File: src/rtl/stepdown_nand_deadtime.sv
// stepdown_nand_deadtime: N-input NAND command register followed by a
// dead-time / minimum-on-time FSM that produces non-overlapping high-side and
// low-side gate commands for the stepdown power stage.
// Optional feature: define STEPDOWN_DRV_FAULT_EN to add the flt input and a
// FAULT state that forces both gates low.
module stepdown_nand_deadtime #(
    parameter int unsigned N     = 3,
    parameter int unsigned DT    = 4,
    parameter int unsigned MINON = 2,
    parameter int unsigned CW    = 8
) (
    input  logic         clk,
    input  logic         rst,
    input  logic         CELV,
    input  logic         CELG,
    input  logic         SUB,
    input  logic [N-1:0] i,
`ifdef STEPDOWN_DRV_FAULT_EN
    input  logic         flt,
`endif
    output logic         o,
    output logic         hs,
    output logic         ls,
    output logic         busy
);

    localparam logic [CW-1:0] DtLoad    = CW'(DT);
    localparam logic [CW-1:0] MinonLoad = CW'(MINON);
    localparam logic [CW-1:0] CntOne    = CW'(1);

`ifdef STEPDOWN_DRV_FAULT_EN
    typedef enum logic [1:0] {StDead, StHsOn, StLsOn, StFault} state_e;
`else
    typedef enum logic [1:0] {StDead, StHsOn, StLsOn} state_e;
`endif

    state_e        state_q, state_d;
    logic [CW-1:0] cnt_q, cnt_d;
    logic          o_q;
    logic          cnt_last;

    // Power pins carry no logic; tie them off so they are visibly consumed.
    logic unused_pins;
    assign unused_pins = CELV ^ CELG ^ SUB;

    // Counter holds the cycles remaining in the current phase; the phase ends
    // on the edge where it would reach zero (or once it has saturated there).
    assign cnt_last = (cnt_q <= CntOne);

    // Command register: NAND of the drive conditions, forced to 1 in reset.
    always_ff @(posedge clk) begin
        if (rst) begin
            o_q <= 1'b1;
        end else begin
            o_q <= ~&i;
        end
    end

    // Next-state and counter logic; fault (when built in) overrides all of it.
    always_comb begin
        state_d = state_q;
        cnt_d   = cnt_q;
        unique case (state_q)
            StDead: begin
                // Target is taken from o in the expiry cycle only.
                if (cnt_last) begin
                    state_d = o_q ? StHsOn : StLsOn;
                    cnt_d   = MinonLoad;
                end else begin
                    cnt_d = cnt_q - CntOne;
                end
            end
            StHsOn: begin
                if (cnt_last && !o_q) begin
                    state_d = StDead;
                    cnt_d   = DtLoad;
                end else if (cnt_q != '0) begin
                    cnt_d = cnt_q - CntOne;
                end
            end
            StLsOn: begin
                if (cnt_last && o_q) begin
                    state_d = StDead;
                    cnt_d   = DtLoad;
                end else if (cnt_q != '0) begin
                    cnt_d = cnt_q - CntOne;
                end
            end
`ifdef STEPDOWN_DRV_FAULT_EN
            StFault: begin
                state_d = StDead;
                cnt_d   = DtLoad;
            end
`endif
            default: begin
                state_d = StDead;
                cnt_d   = DtLoad;
            end
        endcase
`ifdef STEPDOWN_DRV_FAULT_EN
        if (flt) begin
            state_d = StFault;
            cnt_d   = DtLoad;
        end
`endif
    end

    // State and counter registers; reset restarts the full dead-time.
    always_ff @(posedge clk) begin
        if (rst) begin
            state_q <= StDead;
            cnt_q   <= DtLoad;
        end else begin
            state_q <= state_d;
            cnt_q   <= cnt_d;
        end
    end

    // Gate commands decode the registered state, so they can never overlap.
    always_comb begin
        o    = o_q;
        hs   = (state_q == StHsOn);
        ls   = (state_q == StLsOn);
        busy = !(hs || ls);
    end

endmodule

File: config.mk
export PLATFORM = sky130hd
export DESIGN_NAME = stepdown_nand_deadtime
export DESIGN_NICKNAME = d
export VERILOG_FILES = /design/src/rtl/stepdown_nand_deadtime.sv
export SDC_FILE = /design/constraint.sdc
export NUM_CORES = 1
export LEC_CHECK = 0
export ABC_CLOCK_PERIOD_IN_PS = 2500
export CORE_MARGIN = 1.5
export CORE_UTILIZATION = 30
export DETAILED_ROUTE_END_ITERATION = 16
export PLACE_DENSITY = 0.47
export SYNTH_ARGS = -nofsm -noshare
export SYNTH_HDL_FRONTEND = slang
export SYNTH_SLANG_ARGS = --single-unit
File: constraint.sdc
create_clock -name clk -period 2.5 [get_ports clk]
set_input_delay 0.25 -clock clk [delete_from_list [all_inputs] [get_ports clk]]
set_output_delay 0.25 -clock clk [all_outputs]
set_load 0.005 [all_outputs]
# Yosys cells after proc, flatten, opt, wreduce, memory -nomap -nowiden
# Cells that the tools add are included.
totals:
  regBits: 11
  in_bits: 8
  output_inout_bits: 4
  wordCells: 30
op_classes:
  n_addsub: 1
  n_lt_le_gt_ge: 1
  eq_ne: 5
  muxes: 10
  n_reduce_logical: 10
op_table:
  columns: ["operator", "n"]
  rows:
  - ["$mux W8", 4]
  - ["$pmux W8 S3", 1]
  - ["$le A8 B1 Y1 const B", 1]
  - ["$mux W2", 4]
  - ["$reduce_bool A8 Y1", 1]
  - ["$sub A8 B1 Y8 const B", 1]
  - ["$pmux W2 S3", 1]
  - ["$reduce_and A3 Y1", 2]
  - ["$ne A2 B1 Y1 const B", 2]
  - ["$logic_not A1 Y1", 3]
  - ["$eq A2 B1 Y1 const B", 1]
  - ["$eq A2 B2 Y1 const B", 1]
  - ["$logic_and A1 B1 Y1", 2]
  - ["$logic_not A2 Y1", 1]
  - ["$ne A2 B2 Y1 const B", 1]
  - ["$logic_or A1 B1 Y1", 1]

# Depth between registers and ports, before layout
logic_depth:
  ltp_word: 4
  depth_mapped: 7
  ltp_nobuf: 6

# Least setup slack after synthesis
# No wires, ideal clock.
synth_path:
  path_type: "reg2reg"
  from: "reg cnt_q[0]"
  to: "reg cnt_q[3]"
  setup_time_ns: 0.065
  arrival_ns: 1.622
  required_time_ns: 2.435
  path_slack_ns: 0.814
  stages_incl_launch_ff: 8
  path_buffers: 1
  period_less_slack_ns: 1.686
  cell_sequence: "dfxtp_1 > inv_1 > ha_1 > or2_1 > buf_6 > a41oi_1 > o211ai_2 > nor2_1"
synth_via:
  elab_chain_cells: 4
  elab_cells_between_ends: 10
  cone_classes: "1 x add/sub; 1 x order compare; 5 x mux; 3 x reduce/logical"
synth_rtl:
  columns: ["element", "line", "source"]
  rows:
  - ["from (decl)", "38", "logic [CW-1:0] cnt_q, cnt_d;"]
  - ["from (signal assigned)", "112", "cnt_q <= DtLoad;"]
  - ["from (signal assigned)", "115", "cnt_q <= cnt_d;"]
  - ["$sub A8 B1 Y8, or another cell as far along", "70, 78, 86", null]
  - ["$mux W8, or another cell as far along", "77, 85", null]
  - ["$mux W8, on equally long branches", "82, 74", null]
  - ["$pmux W8 S3 *", "63", "unique case (state_q)"]
# Every way passes the cells marked *; elsewhere a longest branch is shown, timed or not.
# A chain may end at the register's enable or synchronous reset.

# Final worst setup path
# Same ends and word-level chain as after synthesis.

==> summary by stage <==
Synthesis
The fraction of synthesis flops using an asynchronous set or reset pin is 0%. The most used flip-flop cell after synthesis is dfxtp_1. The average instance in the mapped netlist occupies ~9.5 um2. The count of flip-flops with a built-in enable after synthesis is 0. Synthesis inferred 11 register bits. The synthesized design devotes to its leading area cell type 27.8% of total area.

The Yosys step of the flow raised 0 warnings. In the synthesized netlist, the cells that appear most often are nor2_1 (12), dfxtp_1 (11), ha_1 (7), inv_1 (7), xor2_1 (4). In this run, distinct cell masters in the synthesized netlist total 34.

Synthesis handed over a netlist of 83 instances. For this run, the register share of the synthesized area comes to 27.8%. The cell taking the most area after synthesis is dfxtp_1. The post-synthesis net count is 98.

Yosys attributes the largest share of cell area to dfxtp_1 (28%), ha_1 (11%), nand4b_4 (6.0%), nor2_1 (5.7%), xor2_1 (4.4%). The synthesized netlist occupies a cell area of 791 um2. nor2_1 is the most common cell in the netlist.

Layout
The fraction of final layout cells with drive strength greater than 1 is 15.1%. The signed area change from the synthesized netlist to the final layout is 15.8%. The sequential cell area is 220 um2. The final-stage net count is ~110. Leaving out filler cells and counting taps, the final layout contains 123. The repair_antennas step left the layout with diodes totalling 0. The post-route cell area is 916 um2.

The fill cell instance count of the final layout is between 200 and 300. The multi-input combinational cells in the finished layout cover a total of roughly 520 um2.

GRT
The initial antenna violation count is 0. For this run, the total global-route usage over all layers was measured as a little over an eighth. The via count of the first global-routing pass is a little over 600. The first global-routing pass estimated about 2800 um of wire. The maximum number of pins on one net before global-route repair is 11. The total overflow left after global routing is 0.

Clock network
TritonCTS built the clock tree. The buffer levels on the longest clock path is 2. The number of buffers added by the clock tree synthesis step is 3. The clock input transition at the sequential cells of the worst setup and hold paths is 0.08 ns. In this run the number of H-tree levels came out at 1.

The tree is rooted in a clkbuf_4. The number of gates resized after CTS was 0. The clock latency at the later pin of the worst-skew pair is 0.27 ns. The clock net in this run drives a total of 11 sinks. The buffers inserted during post-CTS setup optimization is 0. For this design, the CTS-stage hold fixing added 0 buffers.

STA
For the pin with the worst max-slew slack, the measured transition is around 0.62 ns. The number of failing setup endpoints in the final timing report is 0. The number of hold-slack violations in the final timing report is 0.

The accumulated negative setup slack is 0 ns. The worst hold slack is 0.479 ns. Derived from the worst setup path, the maximum achievable clock frequency is slightly below 500 MHz.

Across the routed clock network, the largest skew measured is 0.00739 ns. Setup repair after global routing left no endpoint under its margin. The final period demand of the worst path is 2.07 ns.

The worst pin sits at a relative slew slack of 58.2%. After layout, the worst path uses 82.9% of the clock period. The number of pins with negative max-slew slack in the final report is 0.

Floorplan
The number of core rows is 18. The die height is 54.3 um. In this run the standard cell core region covers between 2000 and 2500 um2. The die is 54.3 um wide.

In this run the count of I/O pins placed on the die edge is 12. The die covers 2950 um2. The starting density of the core is 31.9%.

Hold path
The worst hold path belongs to the class input port to flop.

Power and ir drop
Dividing total power by cell area gives a power density of 1340 nW/um2. The clock network power share is 10.2%. The switching power as a share of total power is 47.1%. The internal portion of the total power is 651 uW. The leakage power is ~0.35 nW. Sequential cells account for 28.0% of the total power.

In this run the power spent charging and discharging nets is approximately 580 uW. The worst ir drop on vdd is 0.709 mV. The logic gate share of total power is around 62%.

Status
The flow ran to the end, and the final reports show no timing, DRC or antenna violations.

Routing
The wire length per cell is roughly 13 um. The count of antenna-violating nets left after detailed routing is 0. The first TritonRoute pass finished after 4 iterations. After detailed routing, the number of vias per cell comes to 5.07. The routed design has 1550 um of wire.

The via count of the routed design is 623. The DRC marker count from the first detailed-route iteration is 13. For this run, design rule violations remaining after detail routing come to 0.

Placed design
During placement, the flow inserted port buffers numbering 8. The number of placed instances, taps included, is between 100 and 150. The weighted congestion at the end of routability-driven global placement is 0.752.

The sum of net half-perimeters after detailed placement is approximately 1200 um. The placement-stage cell area is 890 um2.

Critical path
The kind of end point of the critical path is a flop. The kind of critical path is flop to flop. Data on the critical path arrives at its endpoint at 2.28 ns. STA puts the critical path data required time at 2.70 ns. Of all nets on the critical path, the largest fanout is 8.

STA classifies the critical path startpoint as a flop.

Job
The max-capacitance violation count is 0.
## per-layer routing
layer	track usage, %	wire [um]
met5	0	0
met4	7.92	48
met3	3.28	44
met2	18.7	638
met1	18.4	815
## state kept, by name, indices dropped and copies added, names as in the netlist
signal / flops
cnt_q: 8
o: 1
state_q: 2
## kinds of logic (layout without fill, tap and decap cells)
group,count (synthesis),in the layout,share of synthesized area (%)
xor+xnor,6,6,6.65
simple gates,31,31,27.1
compound gates,16,16,18.2
buf+inv,10,20,6.65
mux,2,2,2.53
flops,11,11,27.8
fa+ha+maj,7,7,11.1
## layout make-up
cell class,count,area share [%]
clock buffers,4,2.87
inverters,7,2.87
multi-input cells,62,56.6
flip-flops and latches,11,24.0
well taps,30,4.10
repair buffers,9,9.56
## path summary, 6_finish.rpt
path | start | endpoint | slack, ns | depth (start not counted)
worst max-delay path | cnt_q[0] | cnt_q[3] | 0.43 | 6
worst min register to register | cnt_q[0] | cnt_q[0] | 0.58 | 2
worst max register to register | cnt_q[0] | cnt_q[3] | 0.43 | 6
worst min-delay path | i[2] | o | 0.48 | 2
## per-stage QoR
step / util, % / power (mW) / worst slack [ns]
2_1_floorplan: - / 0.974 / 0.814
6_report: 37.0 / 1.23 / 0.426
3_5_place_dp: 35.9 / 1.11 / 0.455
5_1_grt: 37.0 / 1.36 / 0.250
4_1_cts: 37.0 / 1.24 / 0.430
3_3_place_gp: 35.9 / 1.12 / 0.465
## power groups by stage
stage | sequential, mW | combinational, mW | clock, mW
after global placement | 0.349 | 0.768 | 0
after CTS | 0.345 | 0.768 | 0.129
after floorplan | 0.331 | 0.643 | 0
final | 0.344 | 0.761 | 0.126
after global routing | 0.357 | 0.862 | 0.141
after detailed placement | 0.349 | 0.764 | 0
## cells in the final DEF (no fill, tap or decap), types with 2 or more instances in the layout
master / count
a2111oi_2: 2
a21boi_0: 2
a21oi_1: 2
a41oi_1: 3
clkbuf_4: 3
clkdlybuf4s50_1: 8
dfxtp_1: 11
ha_1: 7
inv_1: 7
mux2i_1: 2
nand2_1: 3
nand4b_4: 2
nor2_1: 12
nor3_1: 3
xnor2_1: 2
xor2_1: 4
## critical path, stage by stage (launching register included)
cell and delay, ns:
dfxtp_1 0.44, inv_1 0.09, ha_1 0.26, or2_1 0.41, a41oi_1 0.41, o211ai_2 0.24, nor2_1 0.15
Power figures use the tool's default switching activity.
==> edit, RTL diff (same settings) <==
Change the parameter `N` from 3 to 6.
--- a/src/rtl/stepdown_nand_deadtime.sv
+++ b/src/rtl/stepdown_nand_deadtime.sv
@@ -4,7 +4,7 @@
 // Optional feature: define STEPDOWN_DRV_FAULT_EN to add the flt input and a
 // FAULT state that forces both gates low.
 module stepdown_nand_deadtime #(
-    parameter int unsigned N     = 3,
+    parameter int unsigned N     = 6,
     parameter int unsigned DT    = 4,
     parameter int unsigned MINON = 2,
     parameter int unsigned CW    = 8
Ports: changed (resized i); port bits go from 12 to 15. No check against the original RTL was run, so the function may have changed too.
==> edit against the unedited design <==
Power decreased by 1.0%. Clock skew decreased by 0.0025 ns. Sequential cell count unchanged. Setup slack improved by 0.039 ns. Synthesized area increased by 1.1%. Sequential power decreased by 1%. Wire length increased by 5.2%. Fmax increased by 1.9%. Final area increased by 4.9%. First-iteration DRC count decreased by 38%. Count of clock-buffer cells in the layout unchanged. Die area increased by 1.1%. Utilization increased by 1.5 points.
==> edit: results (changes against the unedited design) <==
| Metric | Value |
|---|---|
| Status | `finished, final reports clean` |
| Worst-Skew Late Latency | `roughly 0.26 ns` |
| Sequential Power | `0.000339 W (-1%)` |
| Most common library cells after synthesis | `nor2_1, dfxtp_1, ha_1, inv_1, xor2_1` |
| Total Routing Usage GR | `13.3% (-0.068 points)` |
| Maximum VDD drop | `0.000712 V (+0.36%)` |
| Synth warnings | `0 (unchanged)` |
| Synth top area cells | `dfxtp_1, ha_1, nand4b_4` |
| Cts bufs inserted | `3 (unchanged)` |
| Number of global-route vias before repair | `586 (-5.9%)` |
| Grt met1 use | `19.2% (+0.74 points)` |
| DP Wirelength | `1280 µm (+4.2%)` |
| Detail Route met2 WL | `669 µm (+4.9%)` |
| 1st-iter DRT viols | `8 (-5)` |
| Postcts setup bufs | `0 (unchanged)` |
| Placed cell area | `935 µm² (+5.1%)` |
| Worst endpoint data arrival time | `2.21 ns (-0.07 ns)` |
| Post-Syn Nets | `102 (+4.1%)` |
| Syn_area_per_cell | `9.52 µm² (about the same)` |
| Cell family with most CP delay | `compound AO/OA/AOI/OAI gates` |
| Number of vias per cell | `5.09 (+0.58%)` |
| Biggest register | `cnt_q` |
| Top sig layer | `met4` |
| Worst Path Max Fanout | `8 (unchanged)` |
| CP peak stage delay | `0.44 ns (about the same)` |
| Metal3 WL | `51 µm (+16%)` |
| Layout cells sized above 1 | `14.4% (-0.62 points)` |
| Total chip power | `0.00122 W (-1.0%)` |
| Drt first pass iters | `4 (unchanged)` |
| Distinct cells, synth | `37 (+8.8%)` |
| Antenna diodes | `0 (unchanged)` |
| Root Buffer | `clkbuf_4` |
| Met3 usage | `3.01% (-0.27 points)` |
| I/O Buffers | `11 (+3)` |
| Predominant post-synthesis flop cell | `dfxtp_1` |
| Met2 GRT Util | `17.1% (-1.6 points)` |
| Routability cong. | `0.792 (+5.3%)` |
| Via count | `647 (+3.9%)` |
| M1 WL | `871 µm (+6.9%)` |
| P_int | `0.000644 W (-1.1%)` |
| Logic pwr share | `62.2% (+0.4 points)` |
| First-pass GRT wire length | `2750 µm (-2.5%)` |
| Worst hold path class | `input port to register` |
| Worst clock skew | `0.00491 ns (-0.00248 ns)` |
| Async S/R FF share, synth | `0% (unchanged)` |
| Post-synthesis sequential area ratio | `27.5% (-0.31 points)` |
| WL/cell | `12.8 µm (+1.9%)` |
| Placed instance count | `123 (+3.4%)` |
| Slew HR | `72.1% (+14 points)` |
| Slowest-stage cell, CP | `dfxtp_1` |
| Leak Pwr | `0.370 nW (+5.2%)` |
| Largest net degree at the start of global routing | `12 (+1)` |
| CTS HTree Levels | `1 (unchanged)` |
==> edit: kinds of logic after synthesis <==
logic type      Yosys count  synth area share [%]
compound gates           16                  18.9
xor+xnor                  6                  6.57
simple gates             32                  27.7
flops                    11                  27.5
buf+inv                  10                  5.79
mux                       2                  2.50
fa+ha+maj                 7                  11.0
==> edit: path summary, 6_finish.rpt <==
kind | start | end | slack, ns | depth (start not counted)
setup reg to reg | cnt_q[0]$_SDFF_PP0_ | state_q[1]$_SDFFE_PP0P_ | 0.47 | 6
setup / recovery | cnt_q[0]$_SDFF_PP0_ | state_q[1]$_SDFFE_PP0P_ | 0.47 | 6
hold reg to reg | cnt_q[0]$_SDFF_PP0_ | cnt_q[0]$_SDFF_PP0_ | 0.56 | 2
hold / removal | i[1] | o$_SDFF_PP1_ | 0.47 | 2
==> edit: stage by stage <==
| stage | utilization (%) | hold WS, ns | setup WS, ns |
|---|---|---|---|
| after floorplan | - | 0.319 | 0.783 |
| after global placement | 37.4 | 0.557 | 0.497 |
| after detailed placement | 37.4 | 0.555 | 0.493 |
| after CTS | 38.4 | 0.454 | 0.454 |
| after global routing | 38.4 | 0.459 | 0.283 |
| final | 38.4 | 0.467 | 0.465 |
==> edit: cell type report <==
| type | count | area [µm²] |
|---|---|---|
| Tap cell | 30 | 37.5 |
| Clock buffer | 4 | 26.3 |
| Inverter | 7 | 26.3 |
| Fill cell | 243 | 1540 |
| Sequential cell | 11 | 220 |
| Timing Repair Buffer | 12 | 118 |
| Multi-Input combinational cell | 63 | 533 |
==> edit: worst register-to-register path: cells and delay by family (launching register included) <==
kind	cells	cell delay, ns
AO/OA/AOI/OAI	2	0.62
adder cells (fa/ha/maj)	1	0.28
AND/OR/NAND/NOR	2	0.50
buffers and inverters	1	0.10
flip-flops	1	0.44
